--- config.mk ---
export PLATFORM = sky130hd
export DESIGN_NAME = bep_frame_encoder
export DESIGN_NICKNAME = d
export VERILOG_FILES = /design/src/rtl/bep_frame_pkg.sv /design/src/rtl/bep_frame_encoder_half_bit_timer.sv /design/src/rtl/bep_frame_encoder.sv
export SDC_FILE = /design/constraint.sdc
export NUM_CORES = 1
export LEC_CHECK = 0
export BUFFER_PORTS_ARGS = -buffer_cell sky130_fd_sc_hd__buf_2
export CAP_MARGIN = 25
export CORE_ASPECT_RATIO = 1.2
export CORE_MARGIN = 4
export CORE_UTILIZATION = 30
export DETAILED_ROUTE_END_ITERATION = 6
export PLACE_DENSITY = 0.49
export RECOVER_POWER = 50
export SLEW_MARGIN = 5
export SYNTH_ARGS = -nofsm -noshare
export SYNTH_HDL_FRONTEND = slang
export SYNTH_SLANG_ARGS = --single-unit
export TNS_END_PERCENT = 5
--- constraint.sdc ---
create_clock -name clock -period 8.9 [get_ports clock]
set_clock_uncertainty 0.05 [all_clocks]
set_input_delay 2.225 -clock clock [delete_from_list [all_inputs] [get_ports clock]]
set_output_delay 2.225 -clock clock [all_outputs]
set_load 0.05 [all_outputs]
--- src/rtl/bep_frame_pkg.sv ---
// Shared definitions for the BEP thermostat frame encoder: field widths,
// default fixed-field values, encoder state encoding and the frame packer.
package bep_frame_pkg;

  localparam int FRAME_BITS = 192;
  localparam int PREAMBLE_W = 32;
  localparam int TYPE_W     = 16;
  localparam int CONST_W    = 32;
  localparam int ID_W       = 32;
  localparam int TEMP_W     = 16;
  localparam int BYTE_W     = 8;

  localparam logic [PREAMBLE_W-1:0] DEF_PREAMBLE = 32'hAAAA_AAAB;
  localparam logic [CONST_W-1:0]    DEF_CONSTANT = 32'h0040_0000;

  typedef enum logic [1:0] {
    IDLE = 2'd0,
    SEND = 2'd1,
    GAP  = 2'd2
  } enc_state_e;

  // Field order on the wire, most significant field first.
  function automatic logic [FRAME_BITS-1:0] pack_frame(
    input logic [PREAMBLE_W-1:0] preamble,
    input logic [TYPE_W-1:0]     type_1,
    input logic [TYPE_W-1:0]     type_2,
    input logic [CONST_W-1:0]    const_word,
    input logic [ID_W-1:0]       thermostat_id,
    input logic [TEMP_W-1:0]     room_temp,
    input logic [TEMP_W-1:0]     set_temp,
    input logic [BYTE_W-1:0]     state_byte,
    input logic [BYTE_W-1:0]     tail_1,
    input logic [BYTE_W-1:0]     tail_2,
    input logic [BYTE_W-1:0]     tail_3
  );
    return {preamble, type_1, type_2, const_word, thermostat_id,
            room_temp, set_temp, state_byte, tail_1, tail_2, tail_3};
  endfunction

endpackage

--- src/rtl/bep_frame_encoder_half_bit_timer.sv ---
// Half-bit pacing counter for the BEP frame encoder. While enabled it
// counts down from HALF_BIT_CYCLES-1 and raises tick in the last cycle of
// each half-bit; while disabled it sits preloaded so the first half after
// enabling is full length.
module half_bit_timer #(
  parameter int HALF_BIT_CYCLES = 4
) (
  input  logic clock,
  input  logic reset,
  input  logic en,
  output logic tick
);

  localparam logic [7:0] RELOAD = 8'(HALF_BIT_CYCLES - 1);

  logic [7:0] cnt;

  assign tick = en && (cnt == 8'd0);

  // Down-count while enabled, reload at every half-bit boundary.
  always_ff @(posedge clock or posedge reset) begin
    if (reset) begin
      cnt <= 8'd0;
    end else if (!en || cnt == 8'd0) begin
      cnt <= RELOAD;
    end else begin
      cnt <= cnt - 8'd1;
    end
  end

endmodule

--- src/rtl/bep_frame_encoder.sv ---
// BEP thermostat frame encoder: accepts one frame of field values over a
// valid/ready handshake, then shifts the 192-bit frame out MSB-first as
// Manchester code (1 = low then high, 0 = high then low), followed by an
// idle gap of GAP_BITS bit periods.
// Optional build macro: BEP_TX_BIT_CLOCK_EN adds a bit_clock output that is
// high during the second half of every transmitted bit.
module bep_frame_encoder
  import bep_frame_pkg::*;
#(
  parameter int          HALF_BIT_CYCLES = 4,
  parameter int          GAP_BITS        = 4,
  parameter logic [31:0] PREAMBLE        = DEF_PREAMBLE,
  parameter logic [31:0] CONSTANT        = DEF_CONSTANT
) (
  input  logic        clock,
  input  logic        reset,
  input  logic        frame_valid,
  output logic        frame_ready,
  input  logic [15:0] type_1,
  input  logic [15:0] type_2,
  input  logic [31:0] thermostat_id,
  input  logic [15:0] room_temp,
  input  logic [15:0] set_temp,
  input  logic [7:0]  state,
  input  logic [7:0]  tail_1,
  input  logic [7:0]  tail_2,
  input  logic [7:0]  tail_3,
  output logic        tx_data,
  output logic        busy,
  output logic        frame_done
`ifdef BEP_TX_BIT_CLOCK_EN
  , output logic      bit_clock
`endif
);

  // Gap length in half-bits, minus one for a count-to-zero compare.
  localparam logic [8:0] GAP_LOAD = (GAP_BITS == 0) ? 9'd0 : 9'(2 * GAP_BITS - 1);
  localparam logic [7:0] LAST_BIT = 8'(FRAME_BITS - 1);

  enc_state_e            tx_state;
  logic [FRAME_BITS-1:0] shift_reg;
  logic [FRAME_BITS-1:0] frame_word;
  logic [7:0]            bit_cnt;
  logic                  second_half;
  logic [8:0]            gap_cnt;
  logic                  half_tick;
  logic                  timer_en;
  logic                  accept;

  assign frame_word = pack_frame(PREAMBLE, type_1, type_2, CONSTANT, thermostat_id,
                                 room_temp, set_temp, state, tail_1, tail_2, tail_3);
  assign accept     = (tx_state == IDLE) && frame_valid && frame_ready;
  assign timer_en   = (tx_state != IDLE);

  half_bit_timer #(
    .HALF_BIT_CYCLES (HALF_BIT_CYCLES)
  ) u_timer (
    .clock (clock),
    .reset (reset),
    .en    (timer_en),
    .tick  (half_tick)
  );

  // Encoder FSM: handshake, serializer, Manchester line driver and gap timing.
  always_ff @(posedge clock or posedge reset) begin
    if (reset) begin
      tx_state    <= IDLE;
      shift_reg   <= '0;
      bit_cnt     <= 8'd0;
      second_half <= 1'b0;
      gap_cnt     <= 9'd0;
      tx_data     <= 1'b0;
      frame_ready <= 1'b0;
      busy        <= 1'b0;
      frame_done  <= 1'b0;
    end else begin
      frame_done <= 1'b0;
      case (tx_state)
        IDLE: begin
          frame_ready <= 1'b1;
          busy        <= 1'b0;
          tx_data     <= 1'b0;
          if (accept) begin
            // The first half of the MSB goes out in the very next cycle.
            shift_reg   <= frame_word;
            bit_cnt     <= LAST_BIT;
            second_half <= 1'b0;
            tx_data     <= ~frame_word[FRAME_BITS-1];
            frame_ready <= 1'b0;
            busy        <= 1'b1;
            tx_state    <= SEND;
          end
        end
        SEND: begin
          if (half_tick) begin
            if (!second_half) begin
              second_half <= 1'b1;
              tx_data     <= shift_reg[FRAME_BITS-1];
            end else begin
              second_half <= 1'b0;
              shift_reg   <= {shift_reg[FRAME_BITS-2:0], 1'b0};
              if (bit_cnt == 8'd0) begin
                tx_data    <= 1'b0;
                frame_done <= 1'b1;
                if (GAP_BITS == 0) begin
                  tx_state    <= IDLE;
                  busy        <= 1'b0;
                  frame_ready <= 1'b1;
                end else begin
                  tx_state <= GAP;
                  gap_cnt  <= GAP_LOAD;
                end
              end else begin
                bit_cnt <= bit_cnt - 8'd1;
                tx_data <= ~shift_reg[FRAME_BITS-2];
              end
            end
          end
        end
        GAP: begin
          tx_data <= 1'b0;
          if (half_tick) begin
            if (gap_cnt == 9'd0) begin
              tx_state    <= IDLE;
              busy        <= 1'b0;
              frame_ready <= 1'b1;
            end else begin
              gap_cnt <= gap_cnt - 9'd1;
            end
          end
        end
        default: begin
          tx_state    <= IDLE;
          tx_data     <= 1'b0;
          busy        <= 1'b0;
          frame_ready <= 1'b0;
        end
      endcase
    end
  end

`ifdef BEP_TX_BIT_CLOCK_EN
  // Bit clock: rises at each mid-bit transition, falls at each bit boundary.
  always_ff @(posedge clock or posedge reset) begin
    if (reset) begin
      bit_clock <= 1'b0;
    end else if (tx_state != SEND) begin
      bit_clock <= 1'b0;
    end else if (half_tick) begin
      bit_clock <= ~second_half;
    end
  end
`endif

endmodule

==> metrics.sh <==
POST-DP-HPWL_MM=14.5
MAXSLEWHEADROOM_PCT=-145
CTS_HOLD_BUF=0
TIMING.CRITICAL_PATH.FROM_TYPE='flip-flop'
CTS-ROOT-BUF='clkbuf_16'
POST-PLACE-WS_NS=3.99
TRITONCTS='done'
CRIT_TYPE='reg -> reg'
P_PER_AREA_nW_PER_UM2=168
MIN-DELAY-PATH-CLASS='reg -> reg'
YS_ASYNC_SR_FRACTION_PCT=100
SW_SHARE_PCT=22.0
YS_DOMINANT_REG_CELL='dfrtp_1'
CLOCK_TREE.HTREE_LEVEL_COUNT=1
GRT_OVERFLOW=0
SLEW_VIOLATIONS=239
POST_SYNTH_NUM_CELL_TYPES=55
VIAS_IN_THE_FIRST_GLOBAL_ROUTE=8218
STATIC-LEAKAGE-POWER_nW=5.24
CRIT_ARRIVAL_NS=6.38
GRT.MET1_USAGE_PCT=18.0
POST-CTS-SETUP-BUFFER-COUNT=0
DRTITER0DRC=536
TIGHTESTPINTRANSITION_NS=3.65
GR-MAX-USAGE-LAYER='met2'
POST_CTS.RESIZED_INSTANCES=0
TIMING.MAX_CAP.VIOLATIONS=4
LARGEST_REGISTER_FF_COUNT=192
CLK-INSERTION-DELAY-LATE_NS=0.53
MAX-VDD-IR-DROP_mV=0.117
SYN2LAYOUT_AREA_GROWTH_PCT=17.8
FINAL_ROUTED_WIRELENGTH_ACROSS_ALL_METAL_LAYERS_MM=25.9
ROUTABILITYCONGESTION=0.690
DETAILEDROUTE.FIRSTPASSITERATIONCOUNT=5
SYNTH_AREA_UM2=10600
LAYOUT_COMMON_CELLS='o21ai_0 (239), dfrtp_1 (224), buf_2 (134)'
HOLD_VIOLATIONS=0
GRT_FIRST_PASS_WIRELENGTH_MM=43.7
FINALSETUPVIOLATIONS=0
POST-ROUTE-WORST-SETUP-SLACK_NS=2.91
IO_PINS=135
POSTSYNTHCELLCOUNT=1034
SYNTH-EDFF-COUNT=0
GRT_ANTENNA_BEFORE_REPAIR=13
CRIT_REQUIRED_NS=9.28
TRITONCTS.NUM_BUFFERS=26
FILL_CELLS=3588
ROW_COUNT=75
SYNTH_AREA_PER_CELL_UM2=10.2
LAYOUT_COMMONEST_CELL='o21ai_0'
NETLIST_TOP_CELLS_AREA='dfrtp_1 (53%), mux2i_1 (12%), o21ai_0 (11%)'
POST_SYNTH_TOP_AREA_SHARE_PCT=53.0
POST_SYNTHESIS_SEQUENTIAL_AREA_RATIO_PCT=53.0
ENDPOINT_KIND='flip-flop'
DIE_AREA_UM2=38400
INITIAL_CORE_UTILIZATION_PCT=30.3
FP.DIEW_UM=179
CLKSLEWWORSTSETUPHOLDPATHS_NS=0.06
PLACE.PORT_BUFFERS=134
FINAL_LAYOUT_SIZE_SUFFIX_GT1_SHARE_PCT=19.4
COUNT_OF_CLOCK_TREE_SINKS=224
FAILED_CHECKS='capacitance limit, slew limit'
GLOBALROUTEMET2UTIL_PCT=20.6
CP_MAX_FO=54
POSTSYNTHNETCOUNT=1170
FLOORPLAN.CORE_AREA_UM2=34900
PLACEDCELLCOUNT=1551
MIN_PERIOD_OVER_PERIOD_PCT=67.3
USE_MET3_PCT=4.70
CELL_TYPE_WITH_THE_LARGEST_TOTAL_AREA_AFTER_SYNTHESIS='dfrtp_1'
FINALNONFILLERCELLS=1604
RUN_STATUS='finished with violations'
DRC=0
GROUTE.USAGE.OVERALL_PCT=13.2
FMAXACHIEVABLE_GHz=0.167
TOTALNEGATIVESETUPSLACK_NS=0
COMB_POWER_SHARE_PCT=2.6
PWR-SHARE-SEQ_PCT=48.6
WL_PER_CELL_UM=16.1
CELL_INTERNAL_PWR_mW=1.63
YOSYSWARNINGS=0
POWER_FRAC_CLOCK_PCT=48.8
YS_FF_LATCH=224
GRT_MAX_DEGREE=117
POSTROUTEANTENNANETS=0
RSZ0062_AT_GRT='false'
POWER.SWITCHING_mW=0.461
DIE-HEIGHT_UM=214
CTS-ROOT-TO-SINK-BUFFERS=3
LAYOUT.NETS=1257
DRT-VIAS-PER-INSTANCE=5.03
DR_TOTAL_VIAS=8064
FINAL_PERIOD_MINUS_WORST_SETUP_SLACK_NS=5.99
POSTLAYOUTCOREUTIL_PCT=35.7
-- cell families (layout without fill, tap and decap cells) --
| logic type | after synthesis | after routing | synth area share (%) |
|---|---|---|---|
| mux | 129 | 129 | 12.2 |
| xor+xnor | 5 | 5 | 0.414 |
| other cells | 0 | 4 | 0 |
| flops | 224 | 224 | 53.0 |
| simple gates | 105 | 105 | 5.05 |
| fa+ha+maj | 5 | 5 | 0.591 |
| compound gates | 432 | 432 | 23.5 |
| buf+inv | 134 | 238 | 5.26 |
-- area by class of cell --
cell class | instances | area (µm²) | area share, %
Sequential cell | 224 | 5610 | 44.9
Clock inverter | 8 | 51.3 | 0.411
Antenna cell | 4 | 10.0 | 0.0803
Multi-Input combinational cell | 676 | 4420 | 35.5
Timing Repair Buffer | 149 | 873 | 7.00
Tap cell | 462 | 578 | 4.64
Inverter | 44 | 166 | 1.33
Clock buffer | 37 | 762 | 6.11
-- synthesized netlist by cell type (5+ instances only) --
master and n:
nand2_1 30, inv_1 44, a211oi_1 6, nor2_1 34
ha_1 5, a31oi_1 6, nor3_1 7, o31ai_1 7
dfrtp_1 224, o31ai_2 27, or3_1 5, o21ai_1 124
mux2i_1 127, o21ai_0 238, buf_2 19, clkbuf_1 65
-- stage by stage --
stage               total power, mW  hold WS (ns)  cell area [µm²]
floorplan                      1.05         0.392            10600
global placement               1.09         0.429            11600
detailed placement             1.09         0.440            11600
CTS                            2.13         0.450            12400
global route                   2.19         0.484            12500
finish                         2.10         0.443            12500
-- worst max-delay path, cell delays in order, from the launching register on --
cell,delay (ns)
dfrtp_1,0.44
nand2b_1,1.90
clkbuf_1,2.68
mux2i_1,0.49
o21ai_1,0.27
-- metal layers --
metal,wire [µm],up-vias
met5,119,-
met4,378,20
met3,1940,44
met2,11600,149
met1,11800,3976
li1,-,3875
-- worst paths after layout --
| check | startpoint | to | slack, ns | cells past startpoint |
|---|---|---|---|---|
| max | tx_state[1] | shift_reg[1] | 2.91 | 4 |
| min | u_timer.cnt[0] | u_timer.cnt[0] | 0.44 | 1 |
| max reg2reg | tx_state[1] | shift_reg[1] | 2.91 | 4 |
| min reg2reg | u_timer.cnt[0] | u_timer.cnt[0] | 0.44 | 1 |
| max in group asynchronous | reset | u_timer.cnt[4] | 4.10 | 4 |
| min in group asynchronous | reset | shift_reg[47] | 2.71 | 2 |
-- power by group through the flow --
stage / logic, mW / clock network, mW / registers [mW]
6_report: 0.0545 / 1.02 / 1.02
5_1_grt: 0.0627 / 1.11 / 1.02
4_1_cts: 0.0551 / 1.06 / 1.02
3_5_place_dp: 0.0552 / 0 / 1.04
3_3_place_gp: 0.0550 / 0 / 1.04
2_1_floorplan: 0.0162 / 0 / 1.04
Power figures use the tool's default switching activity.
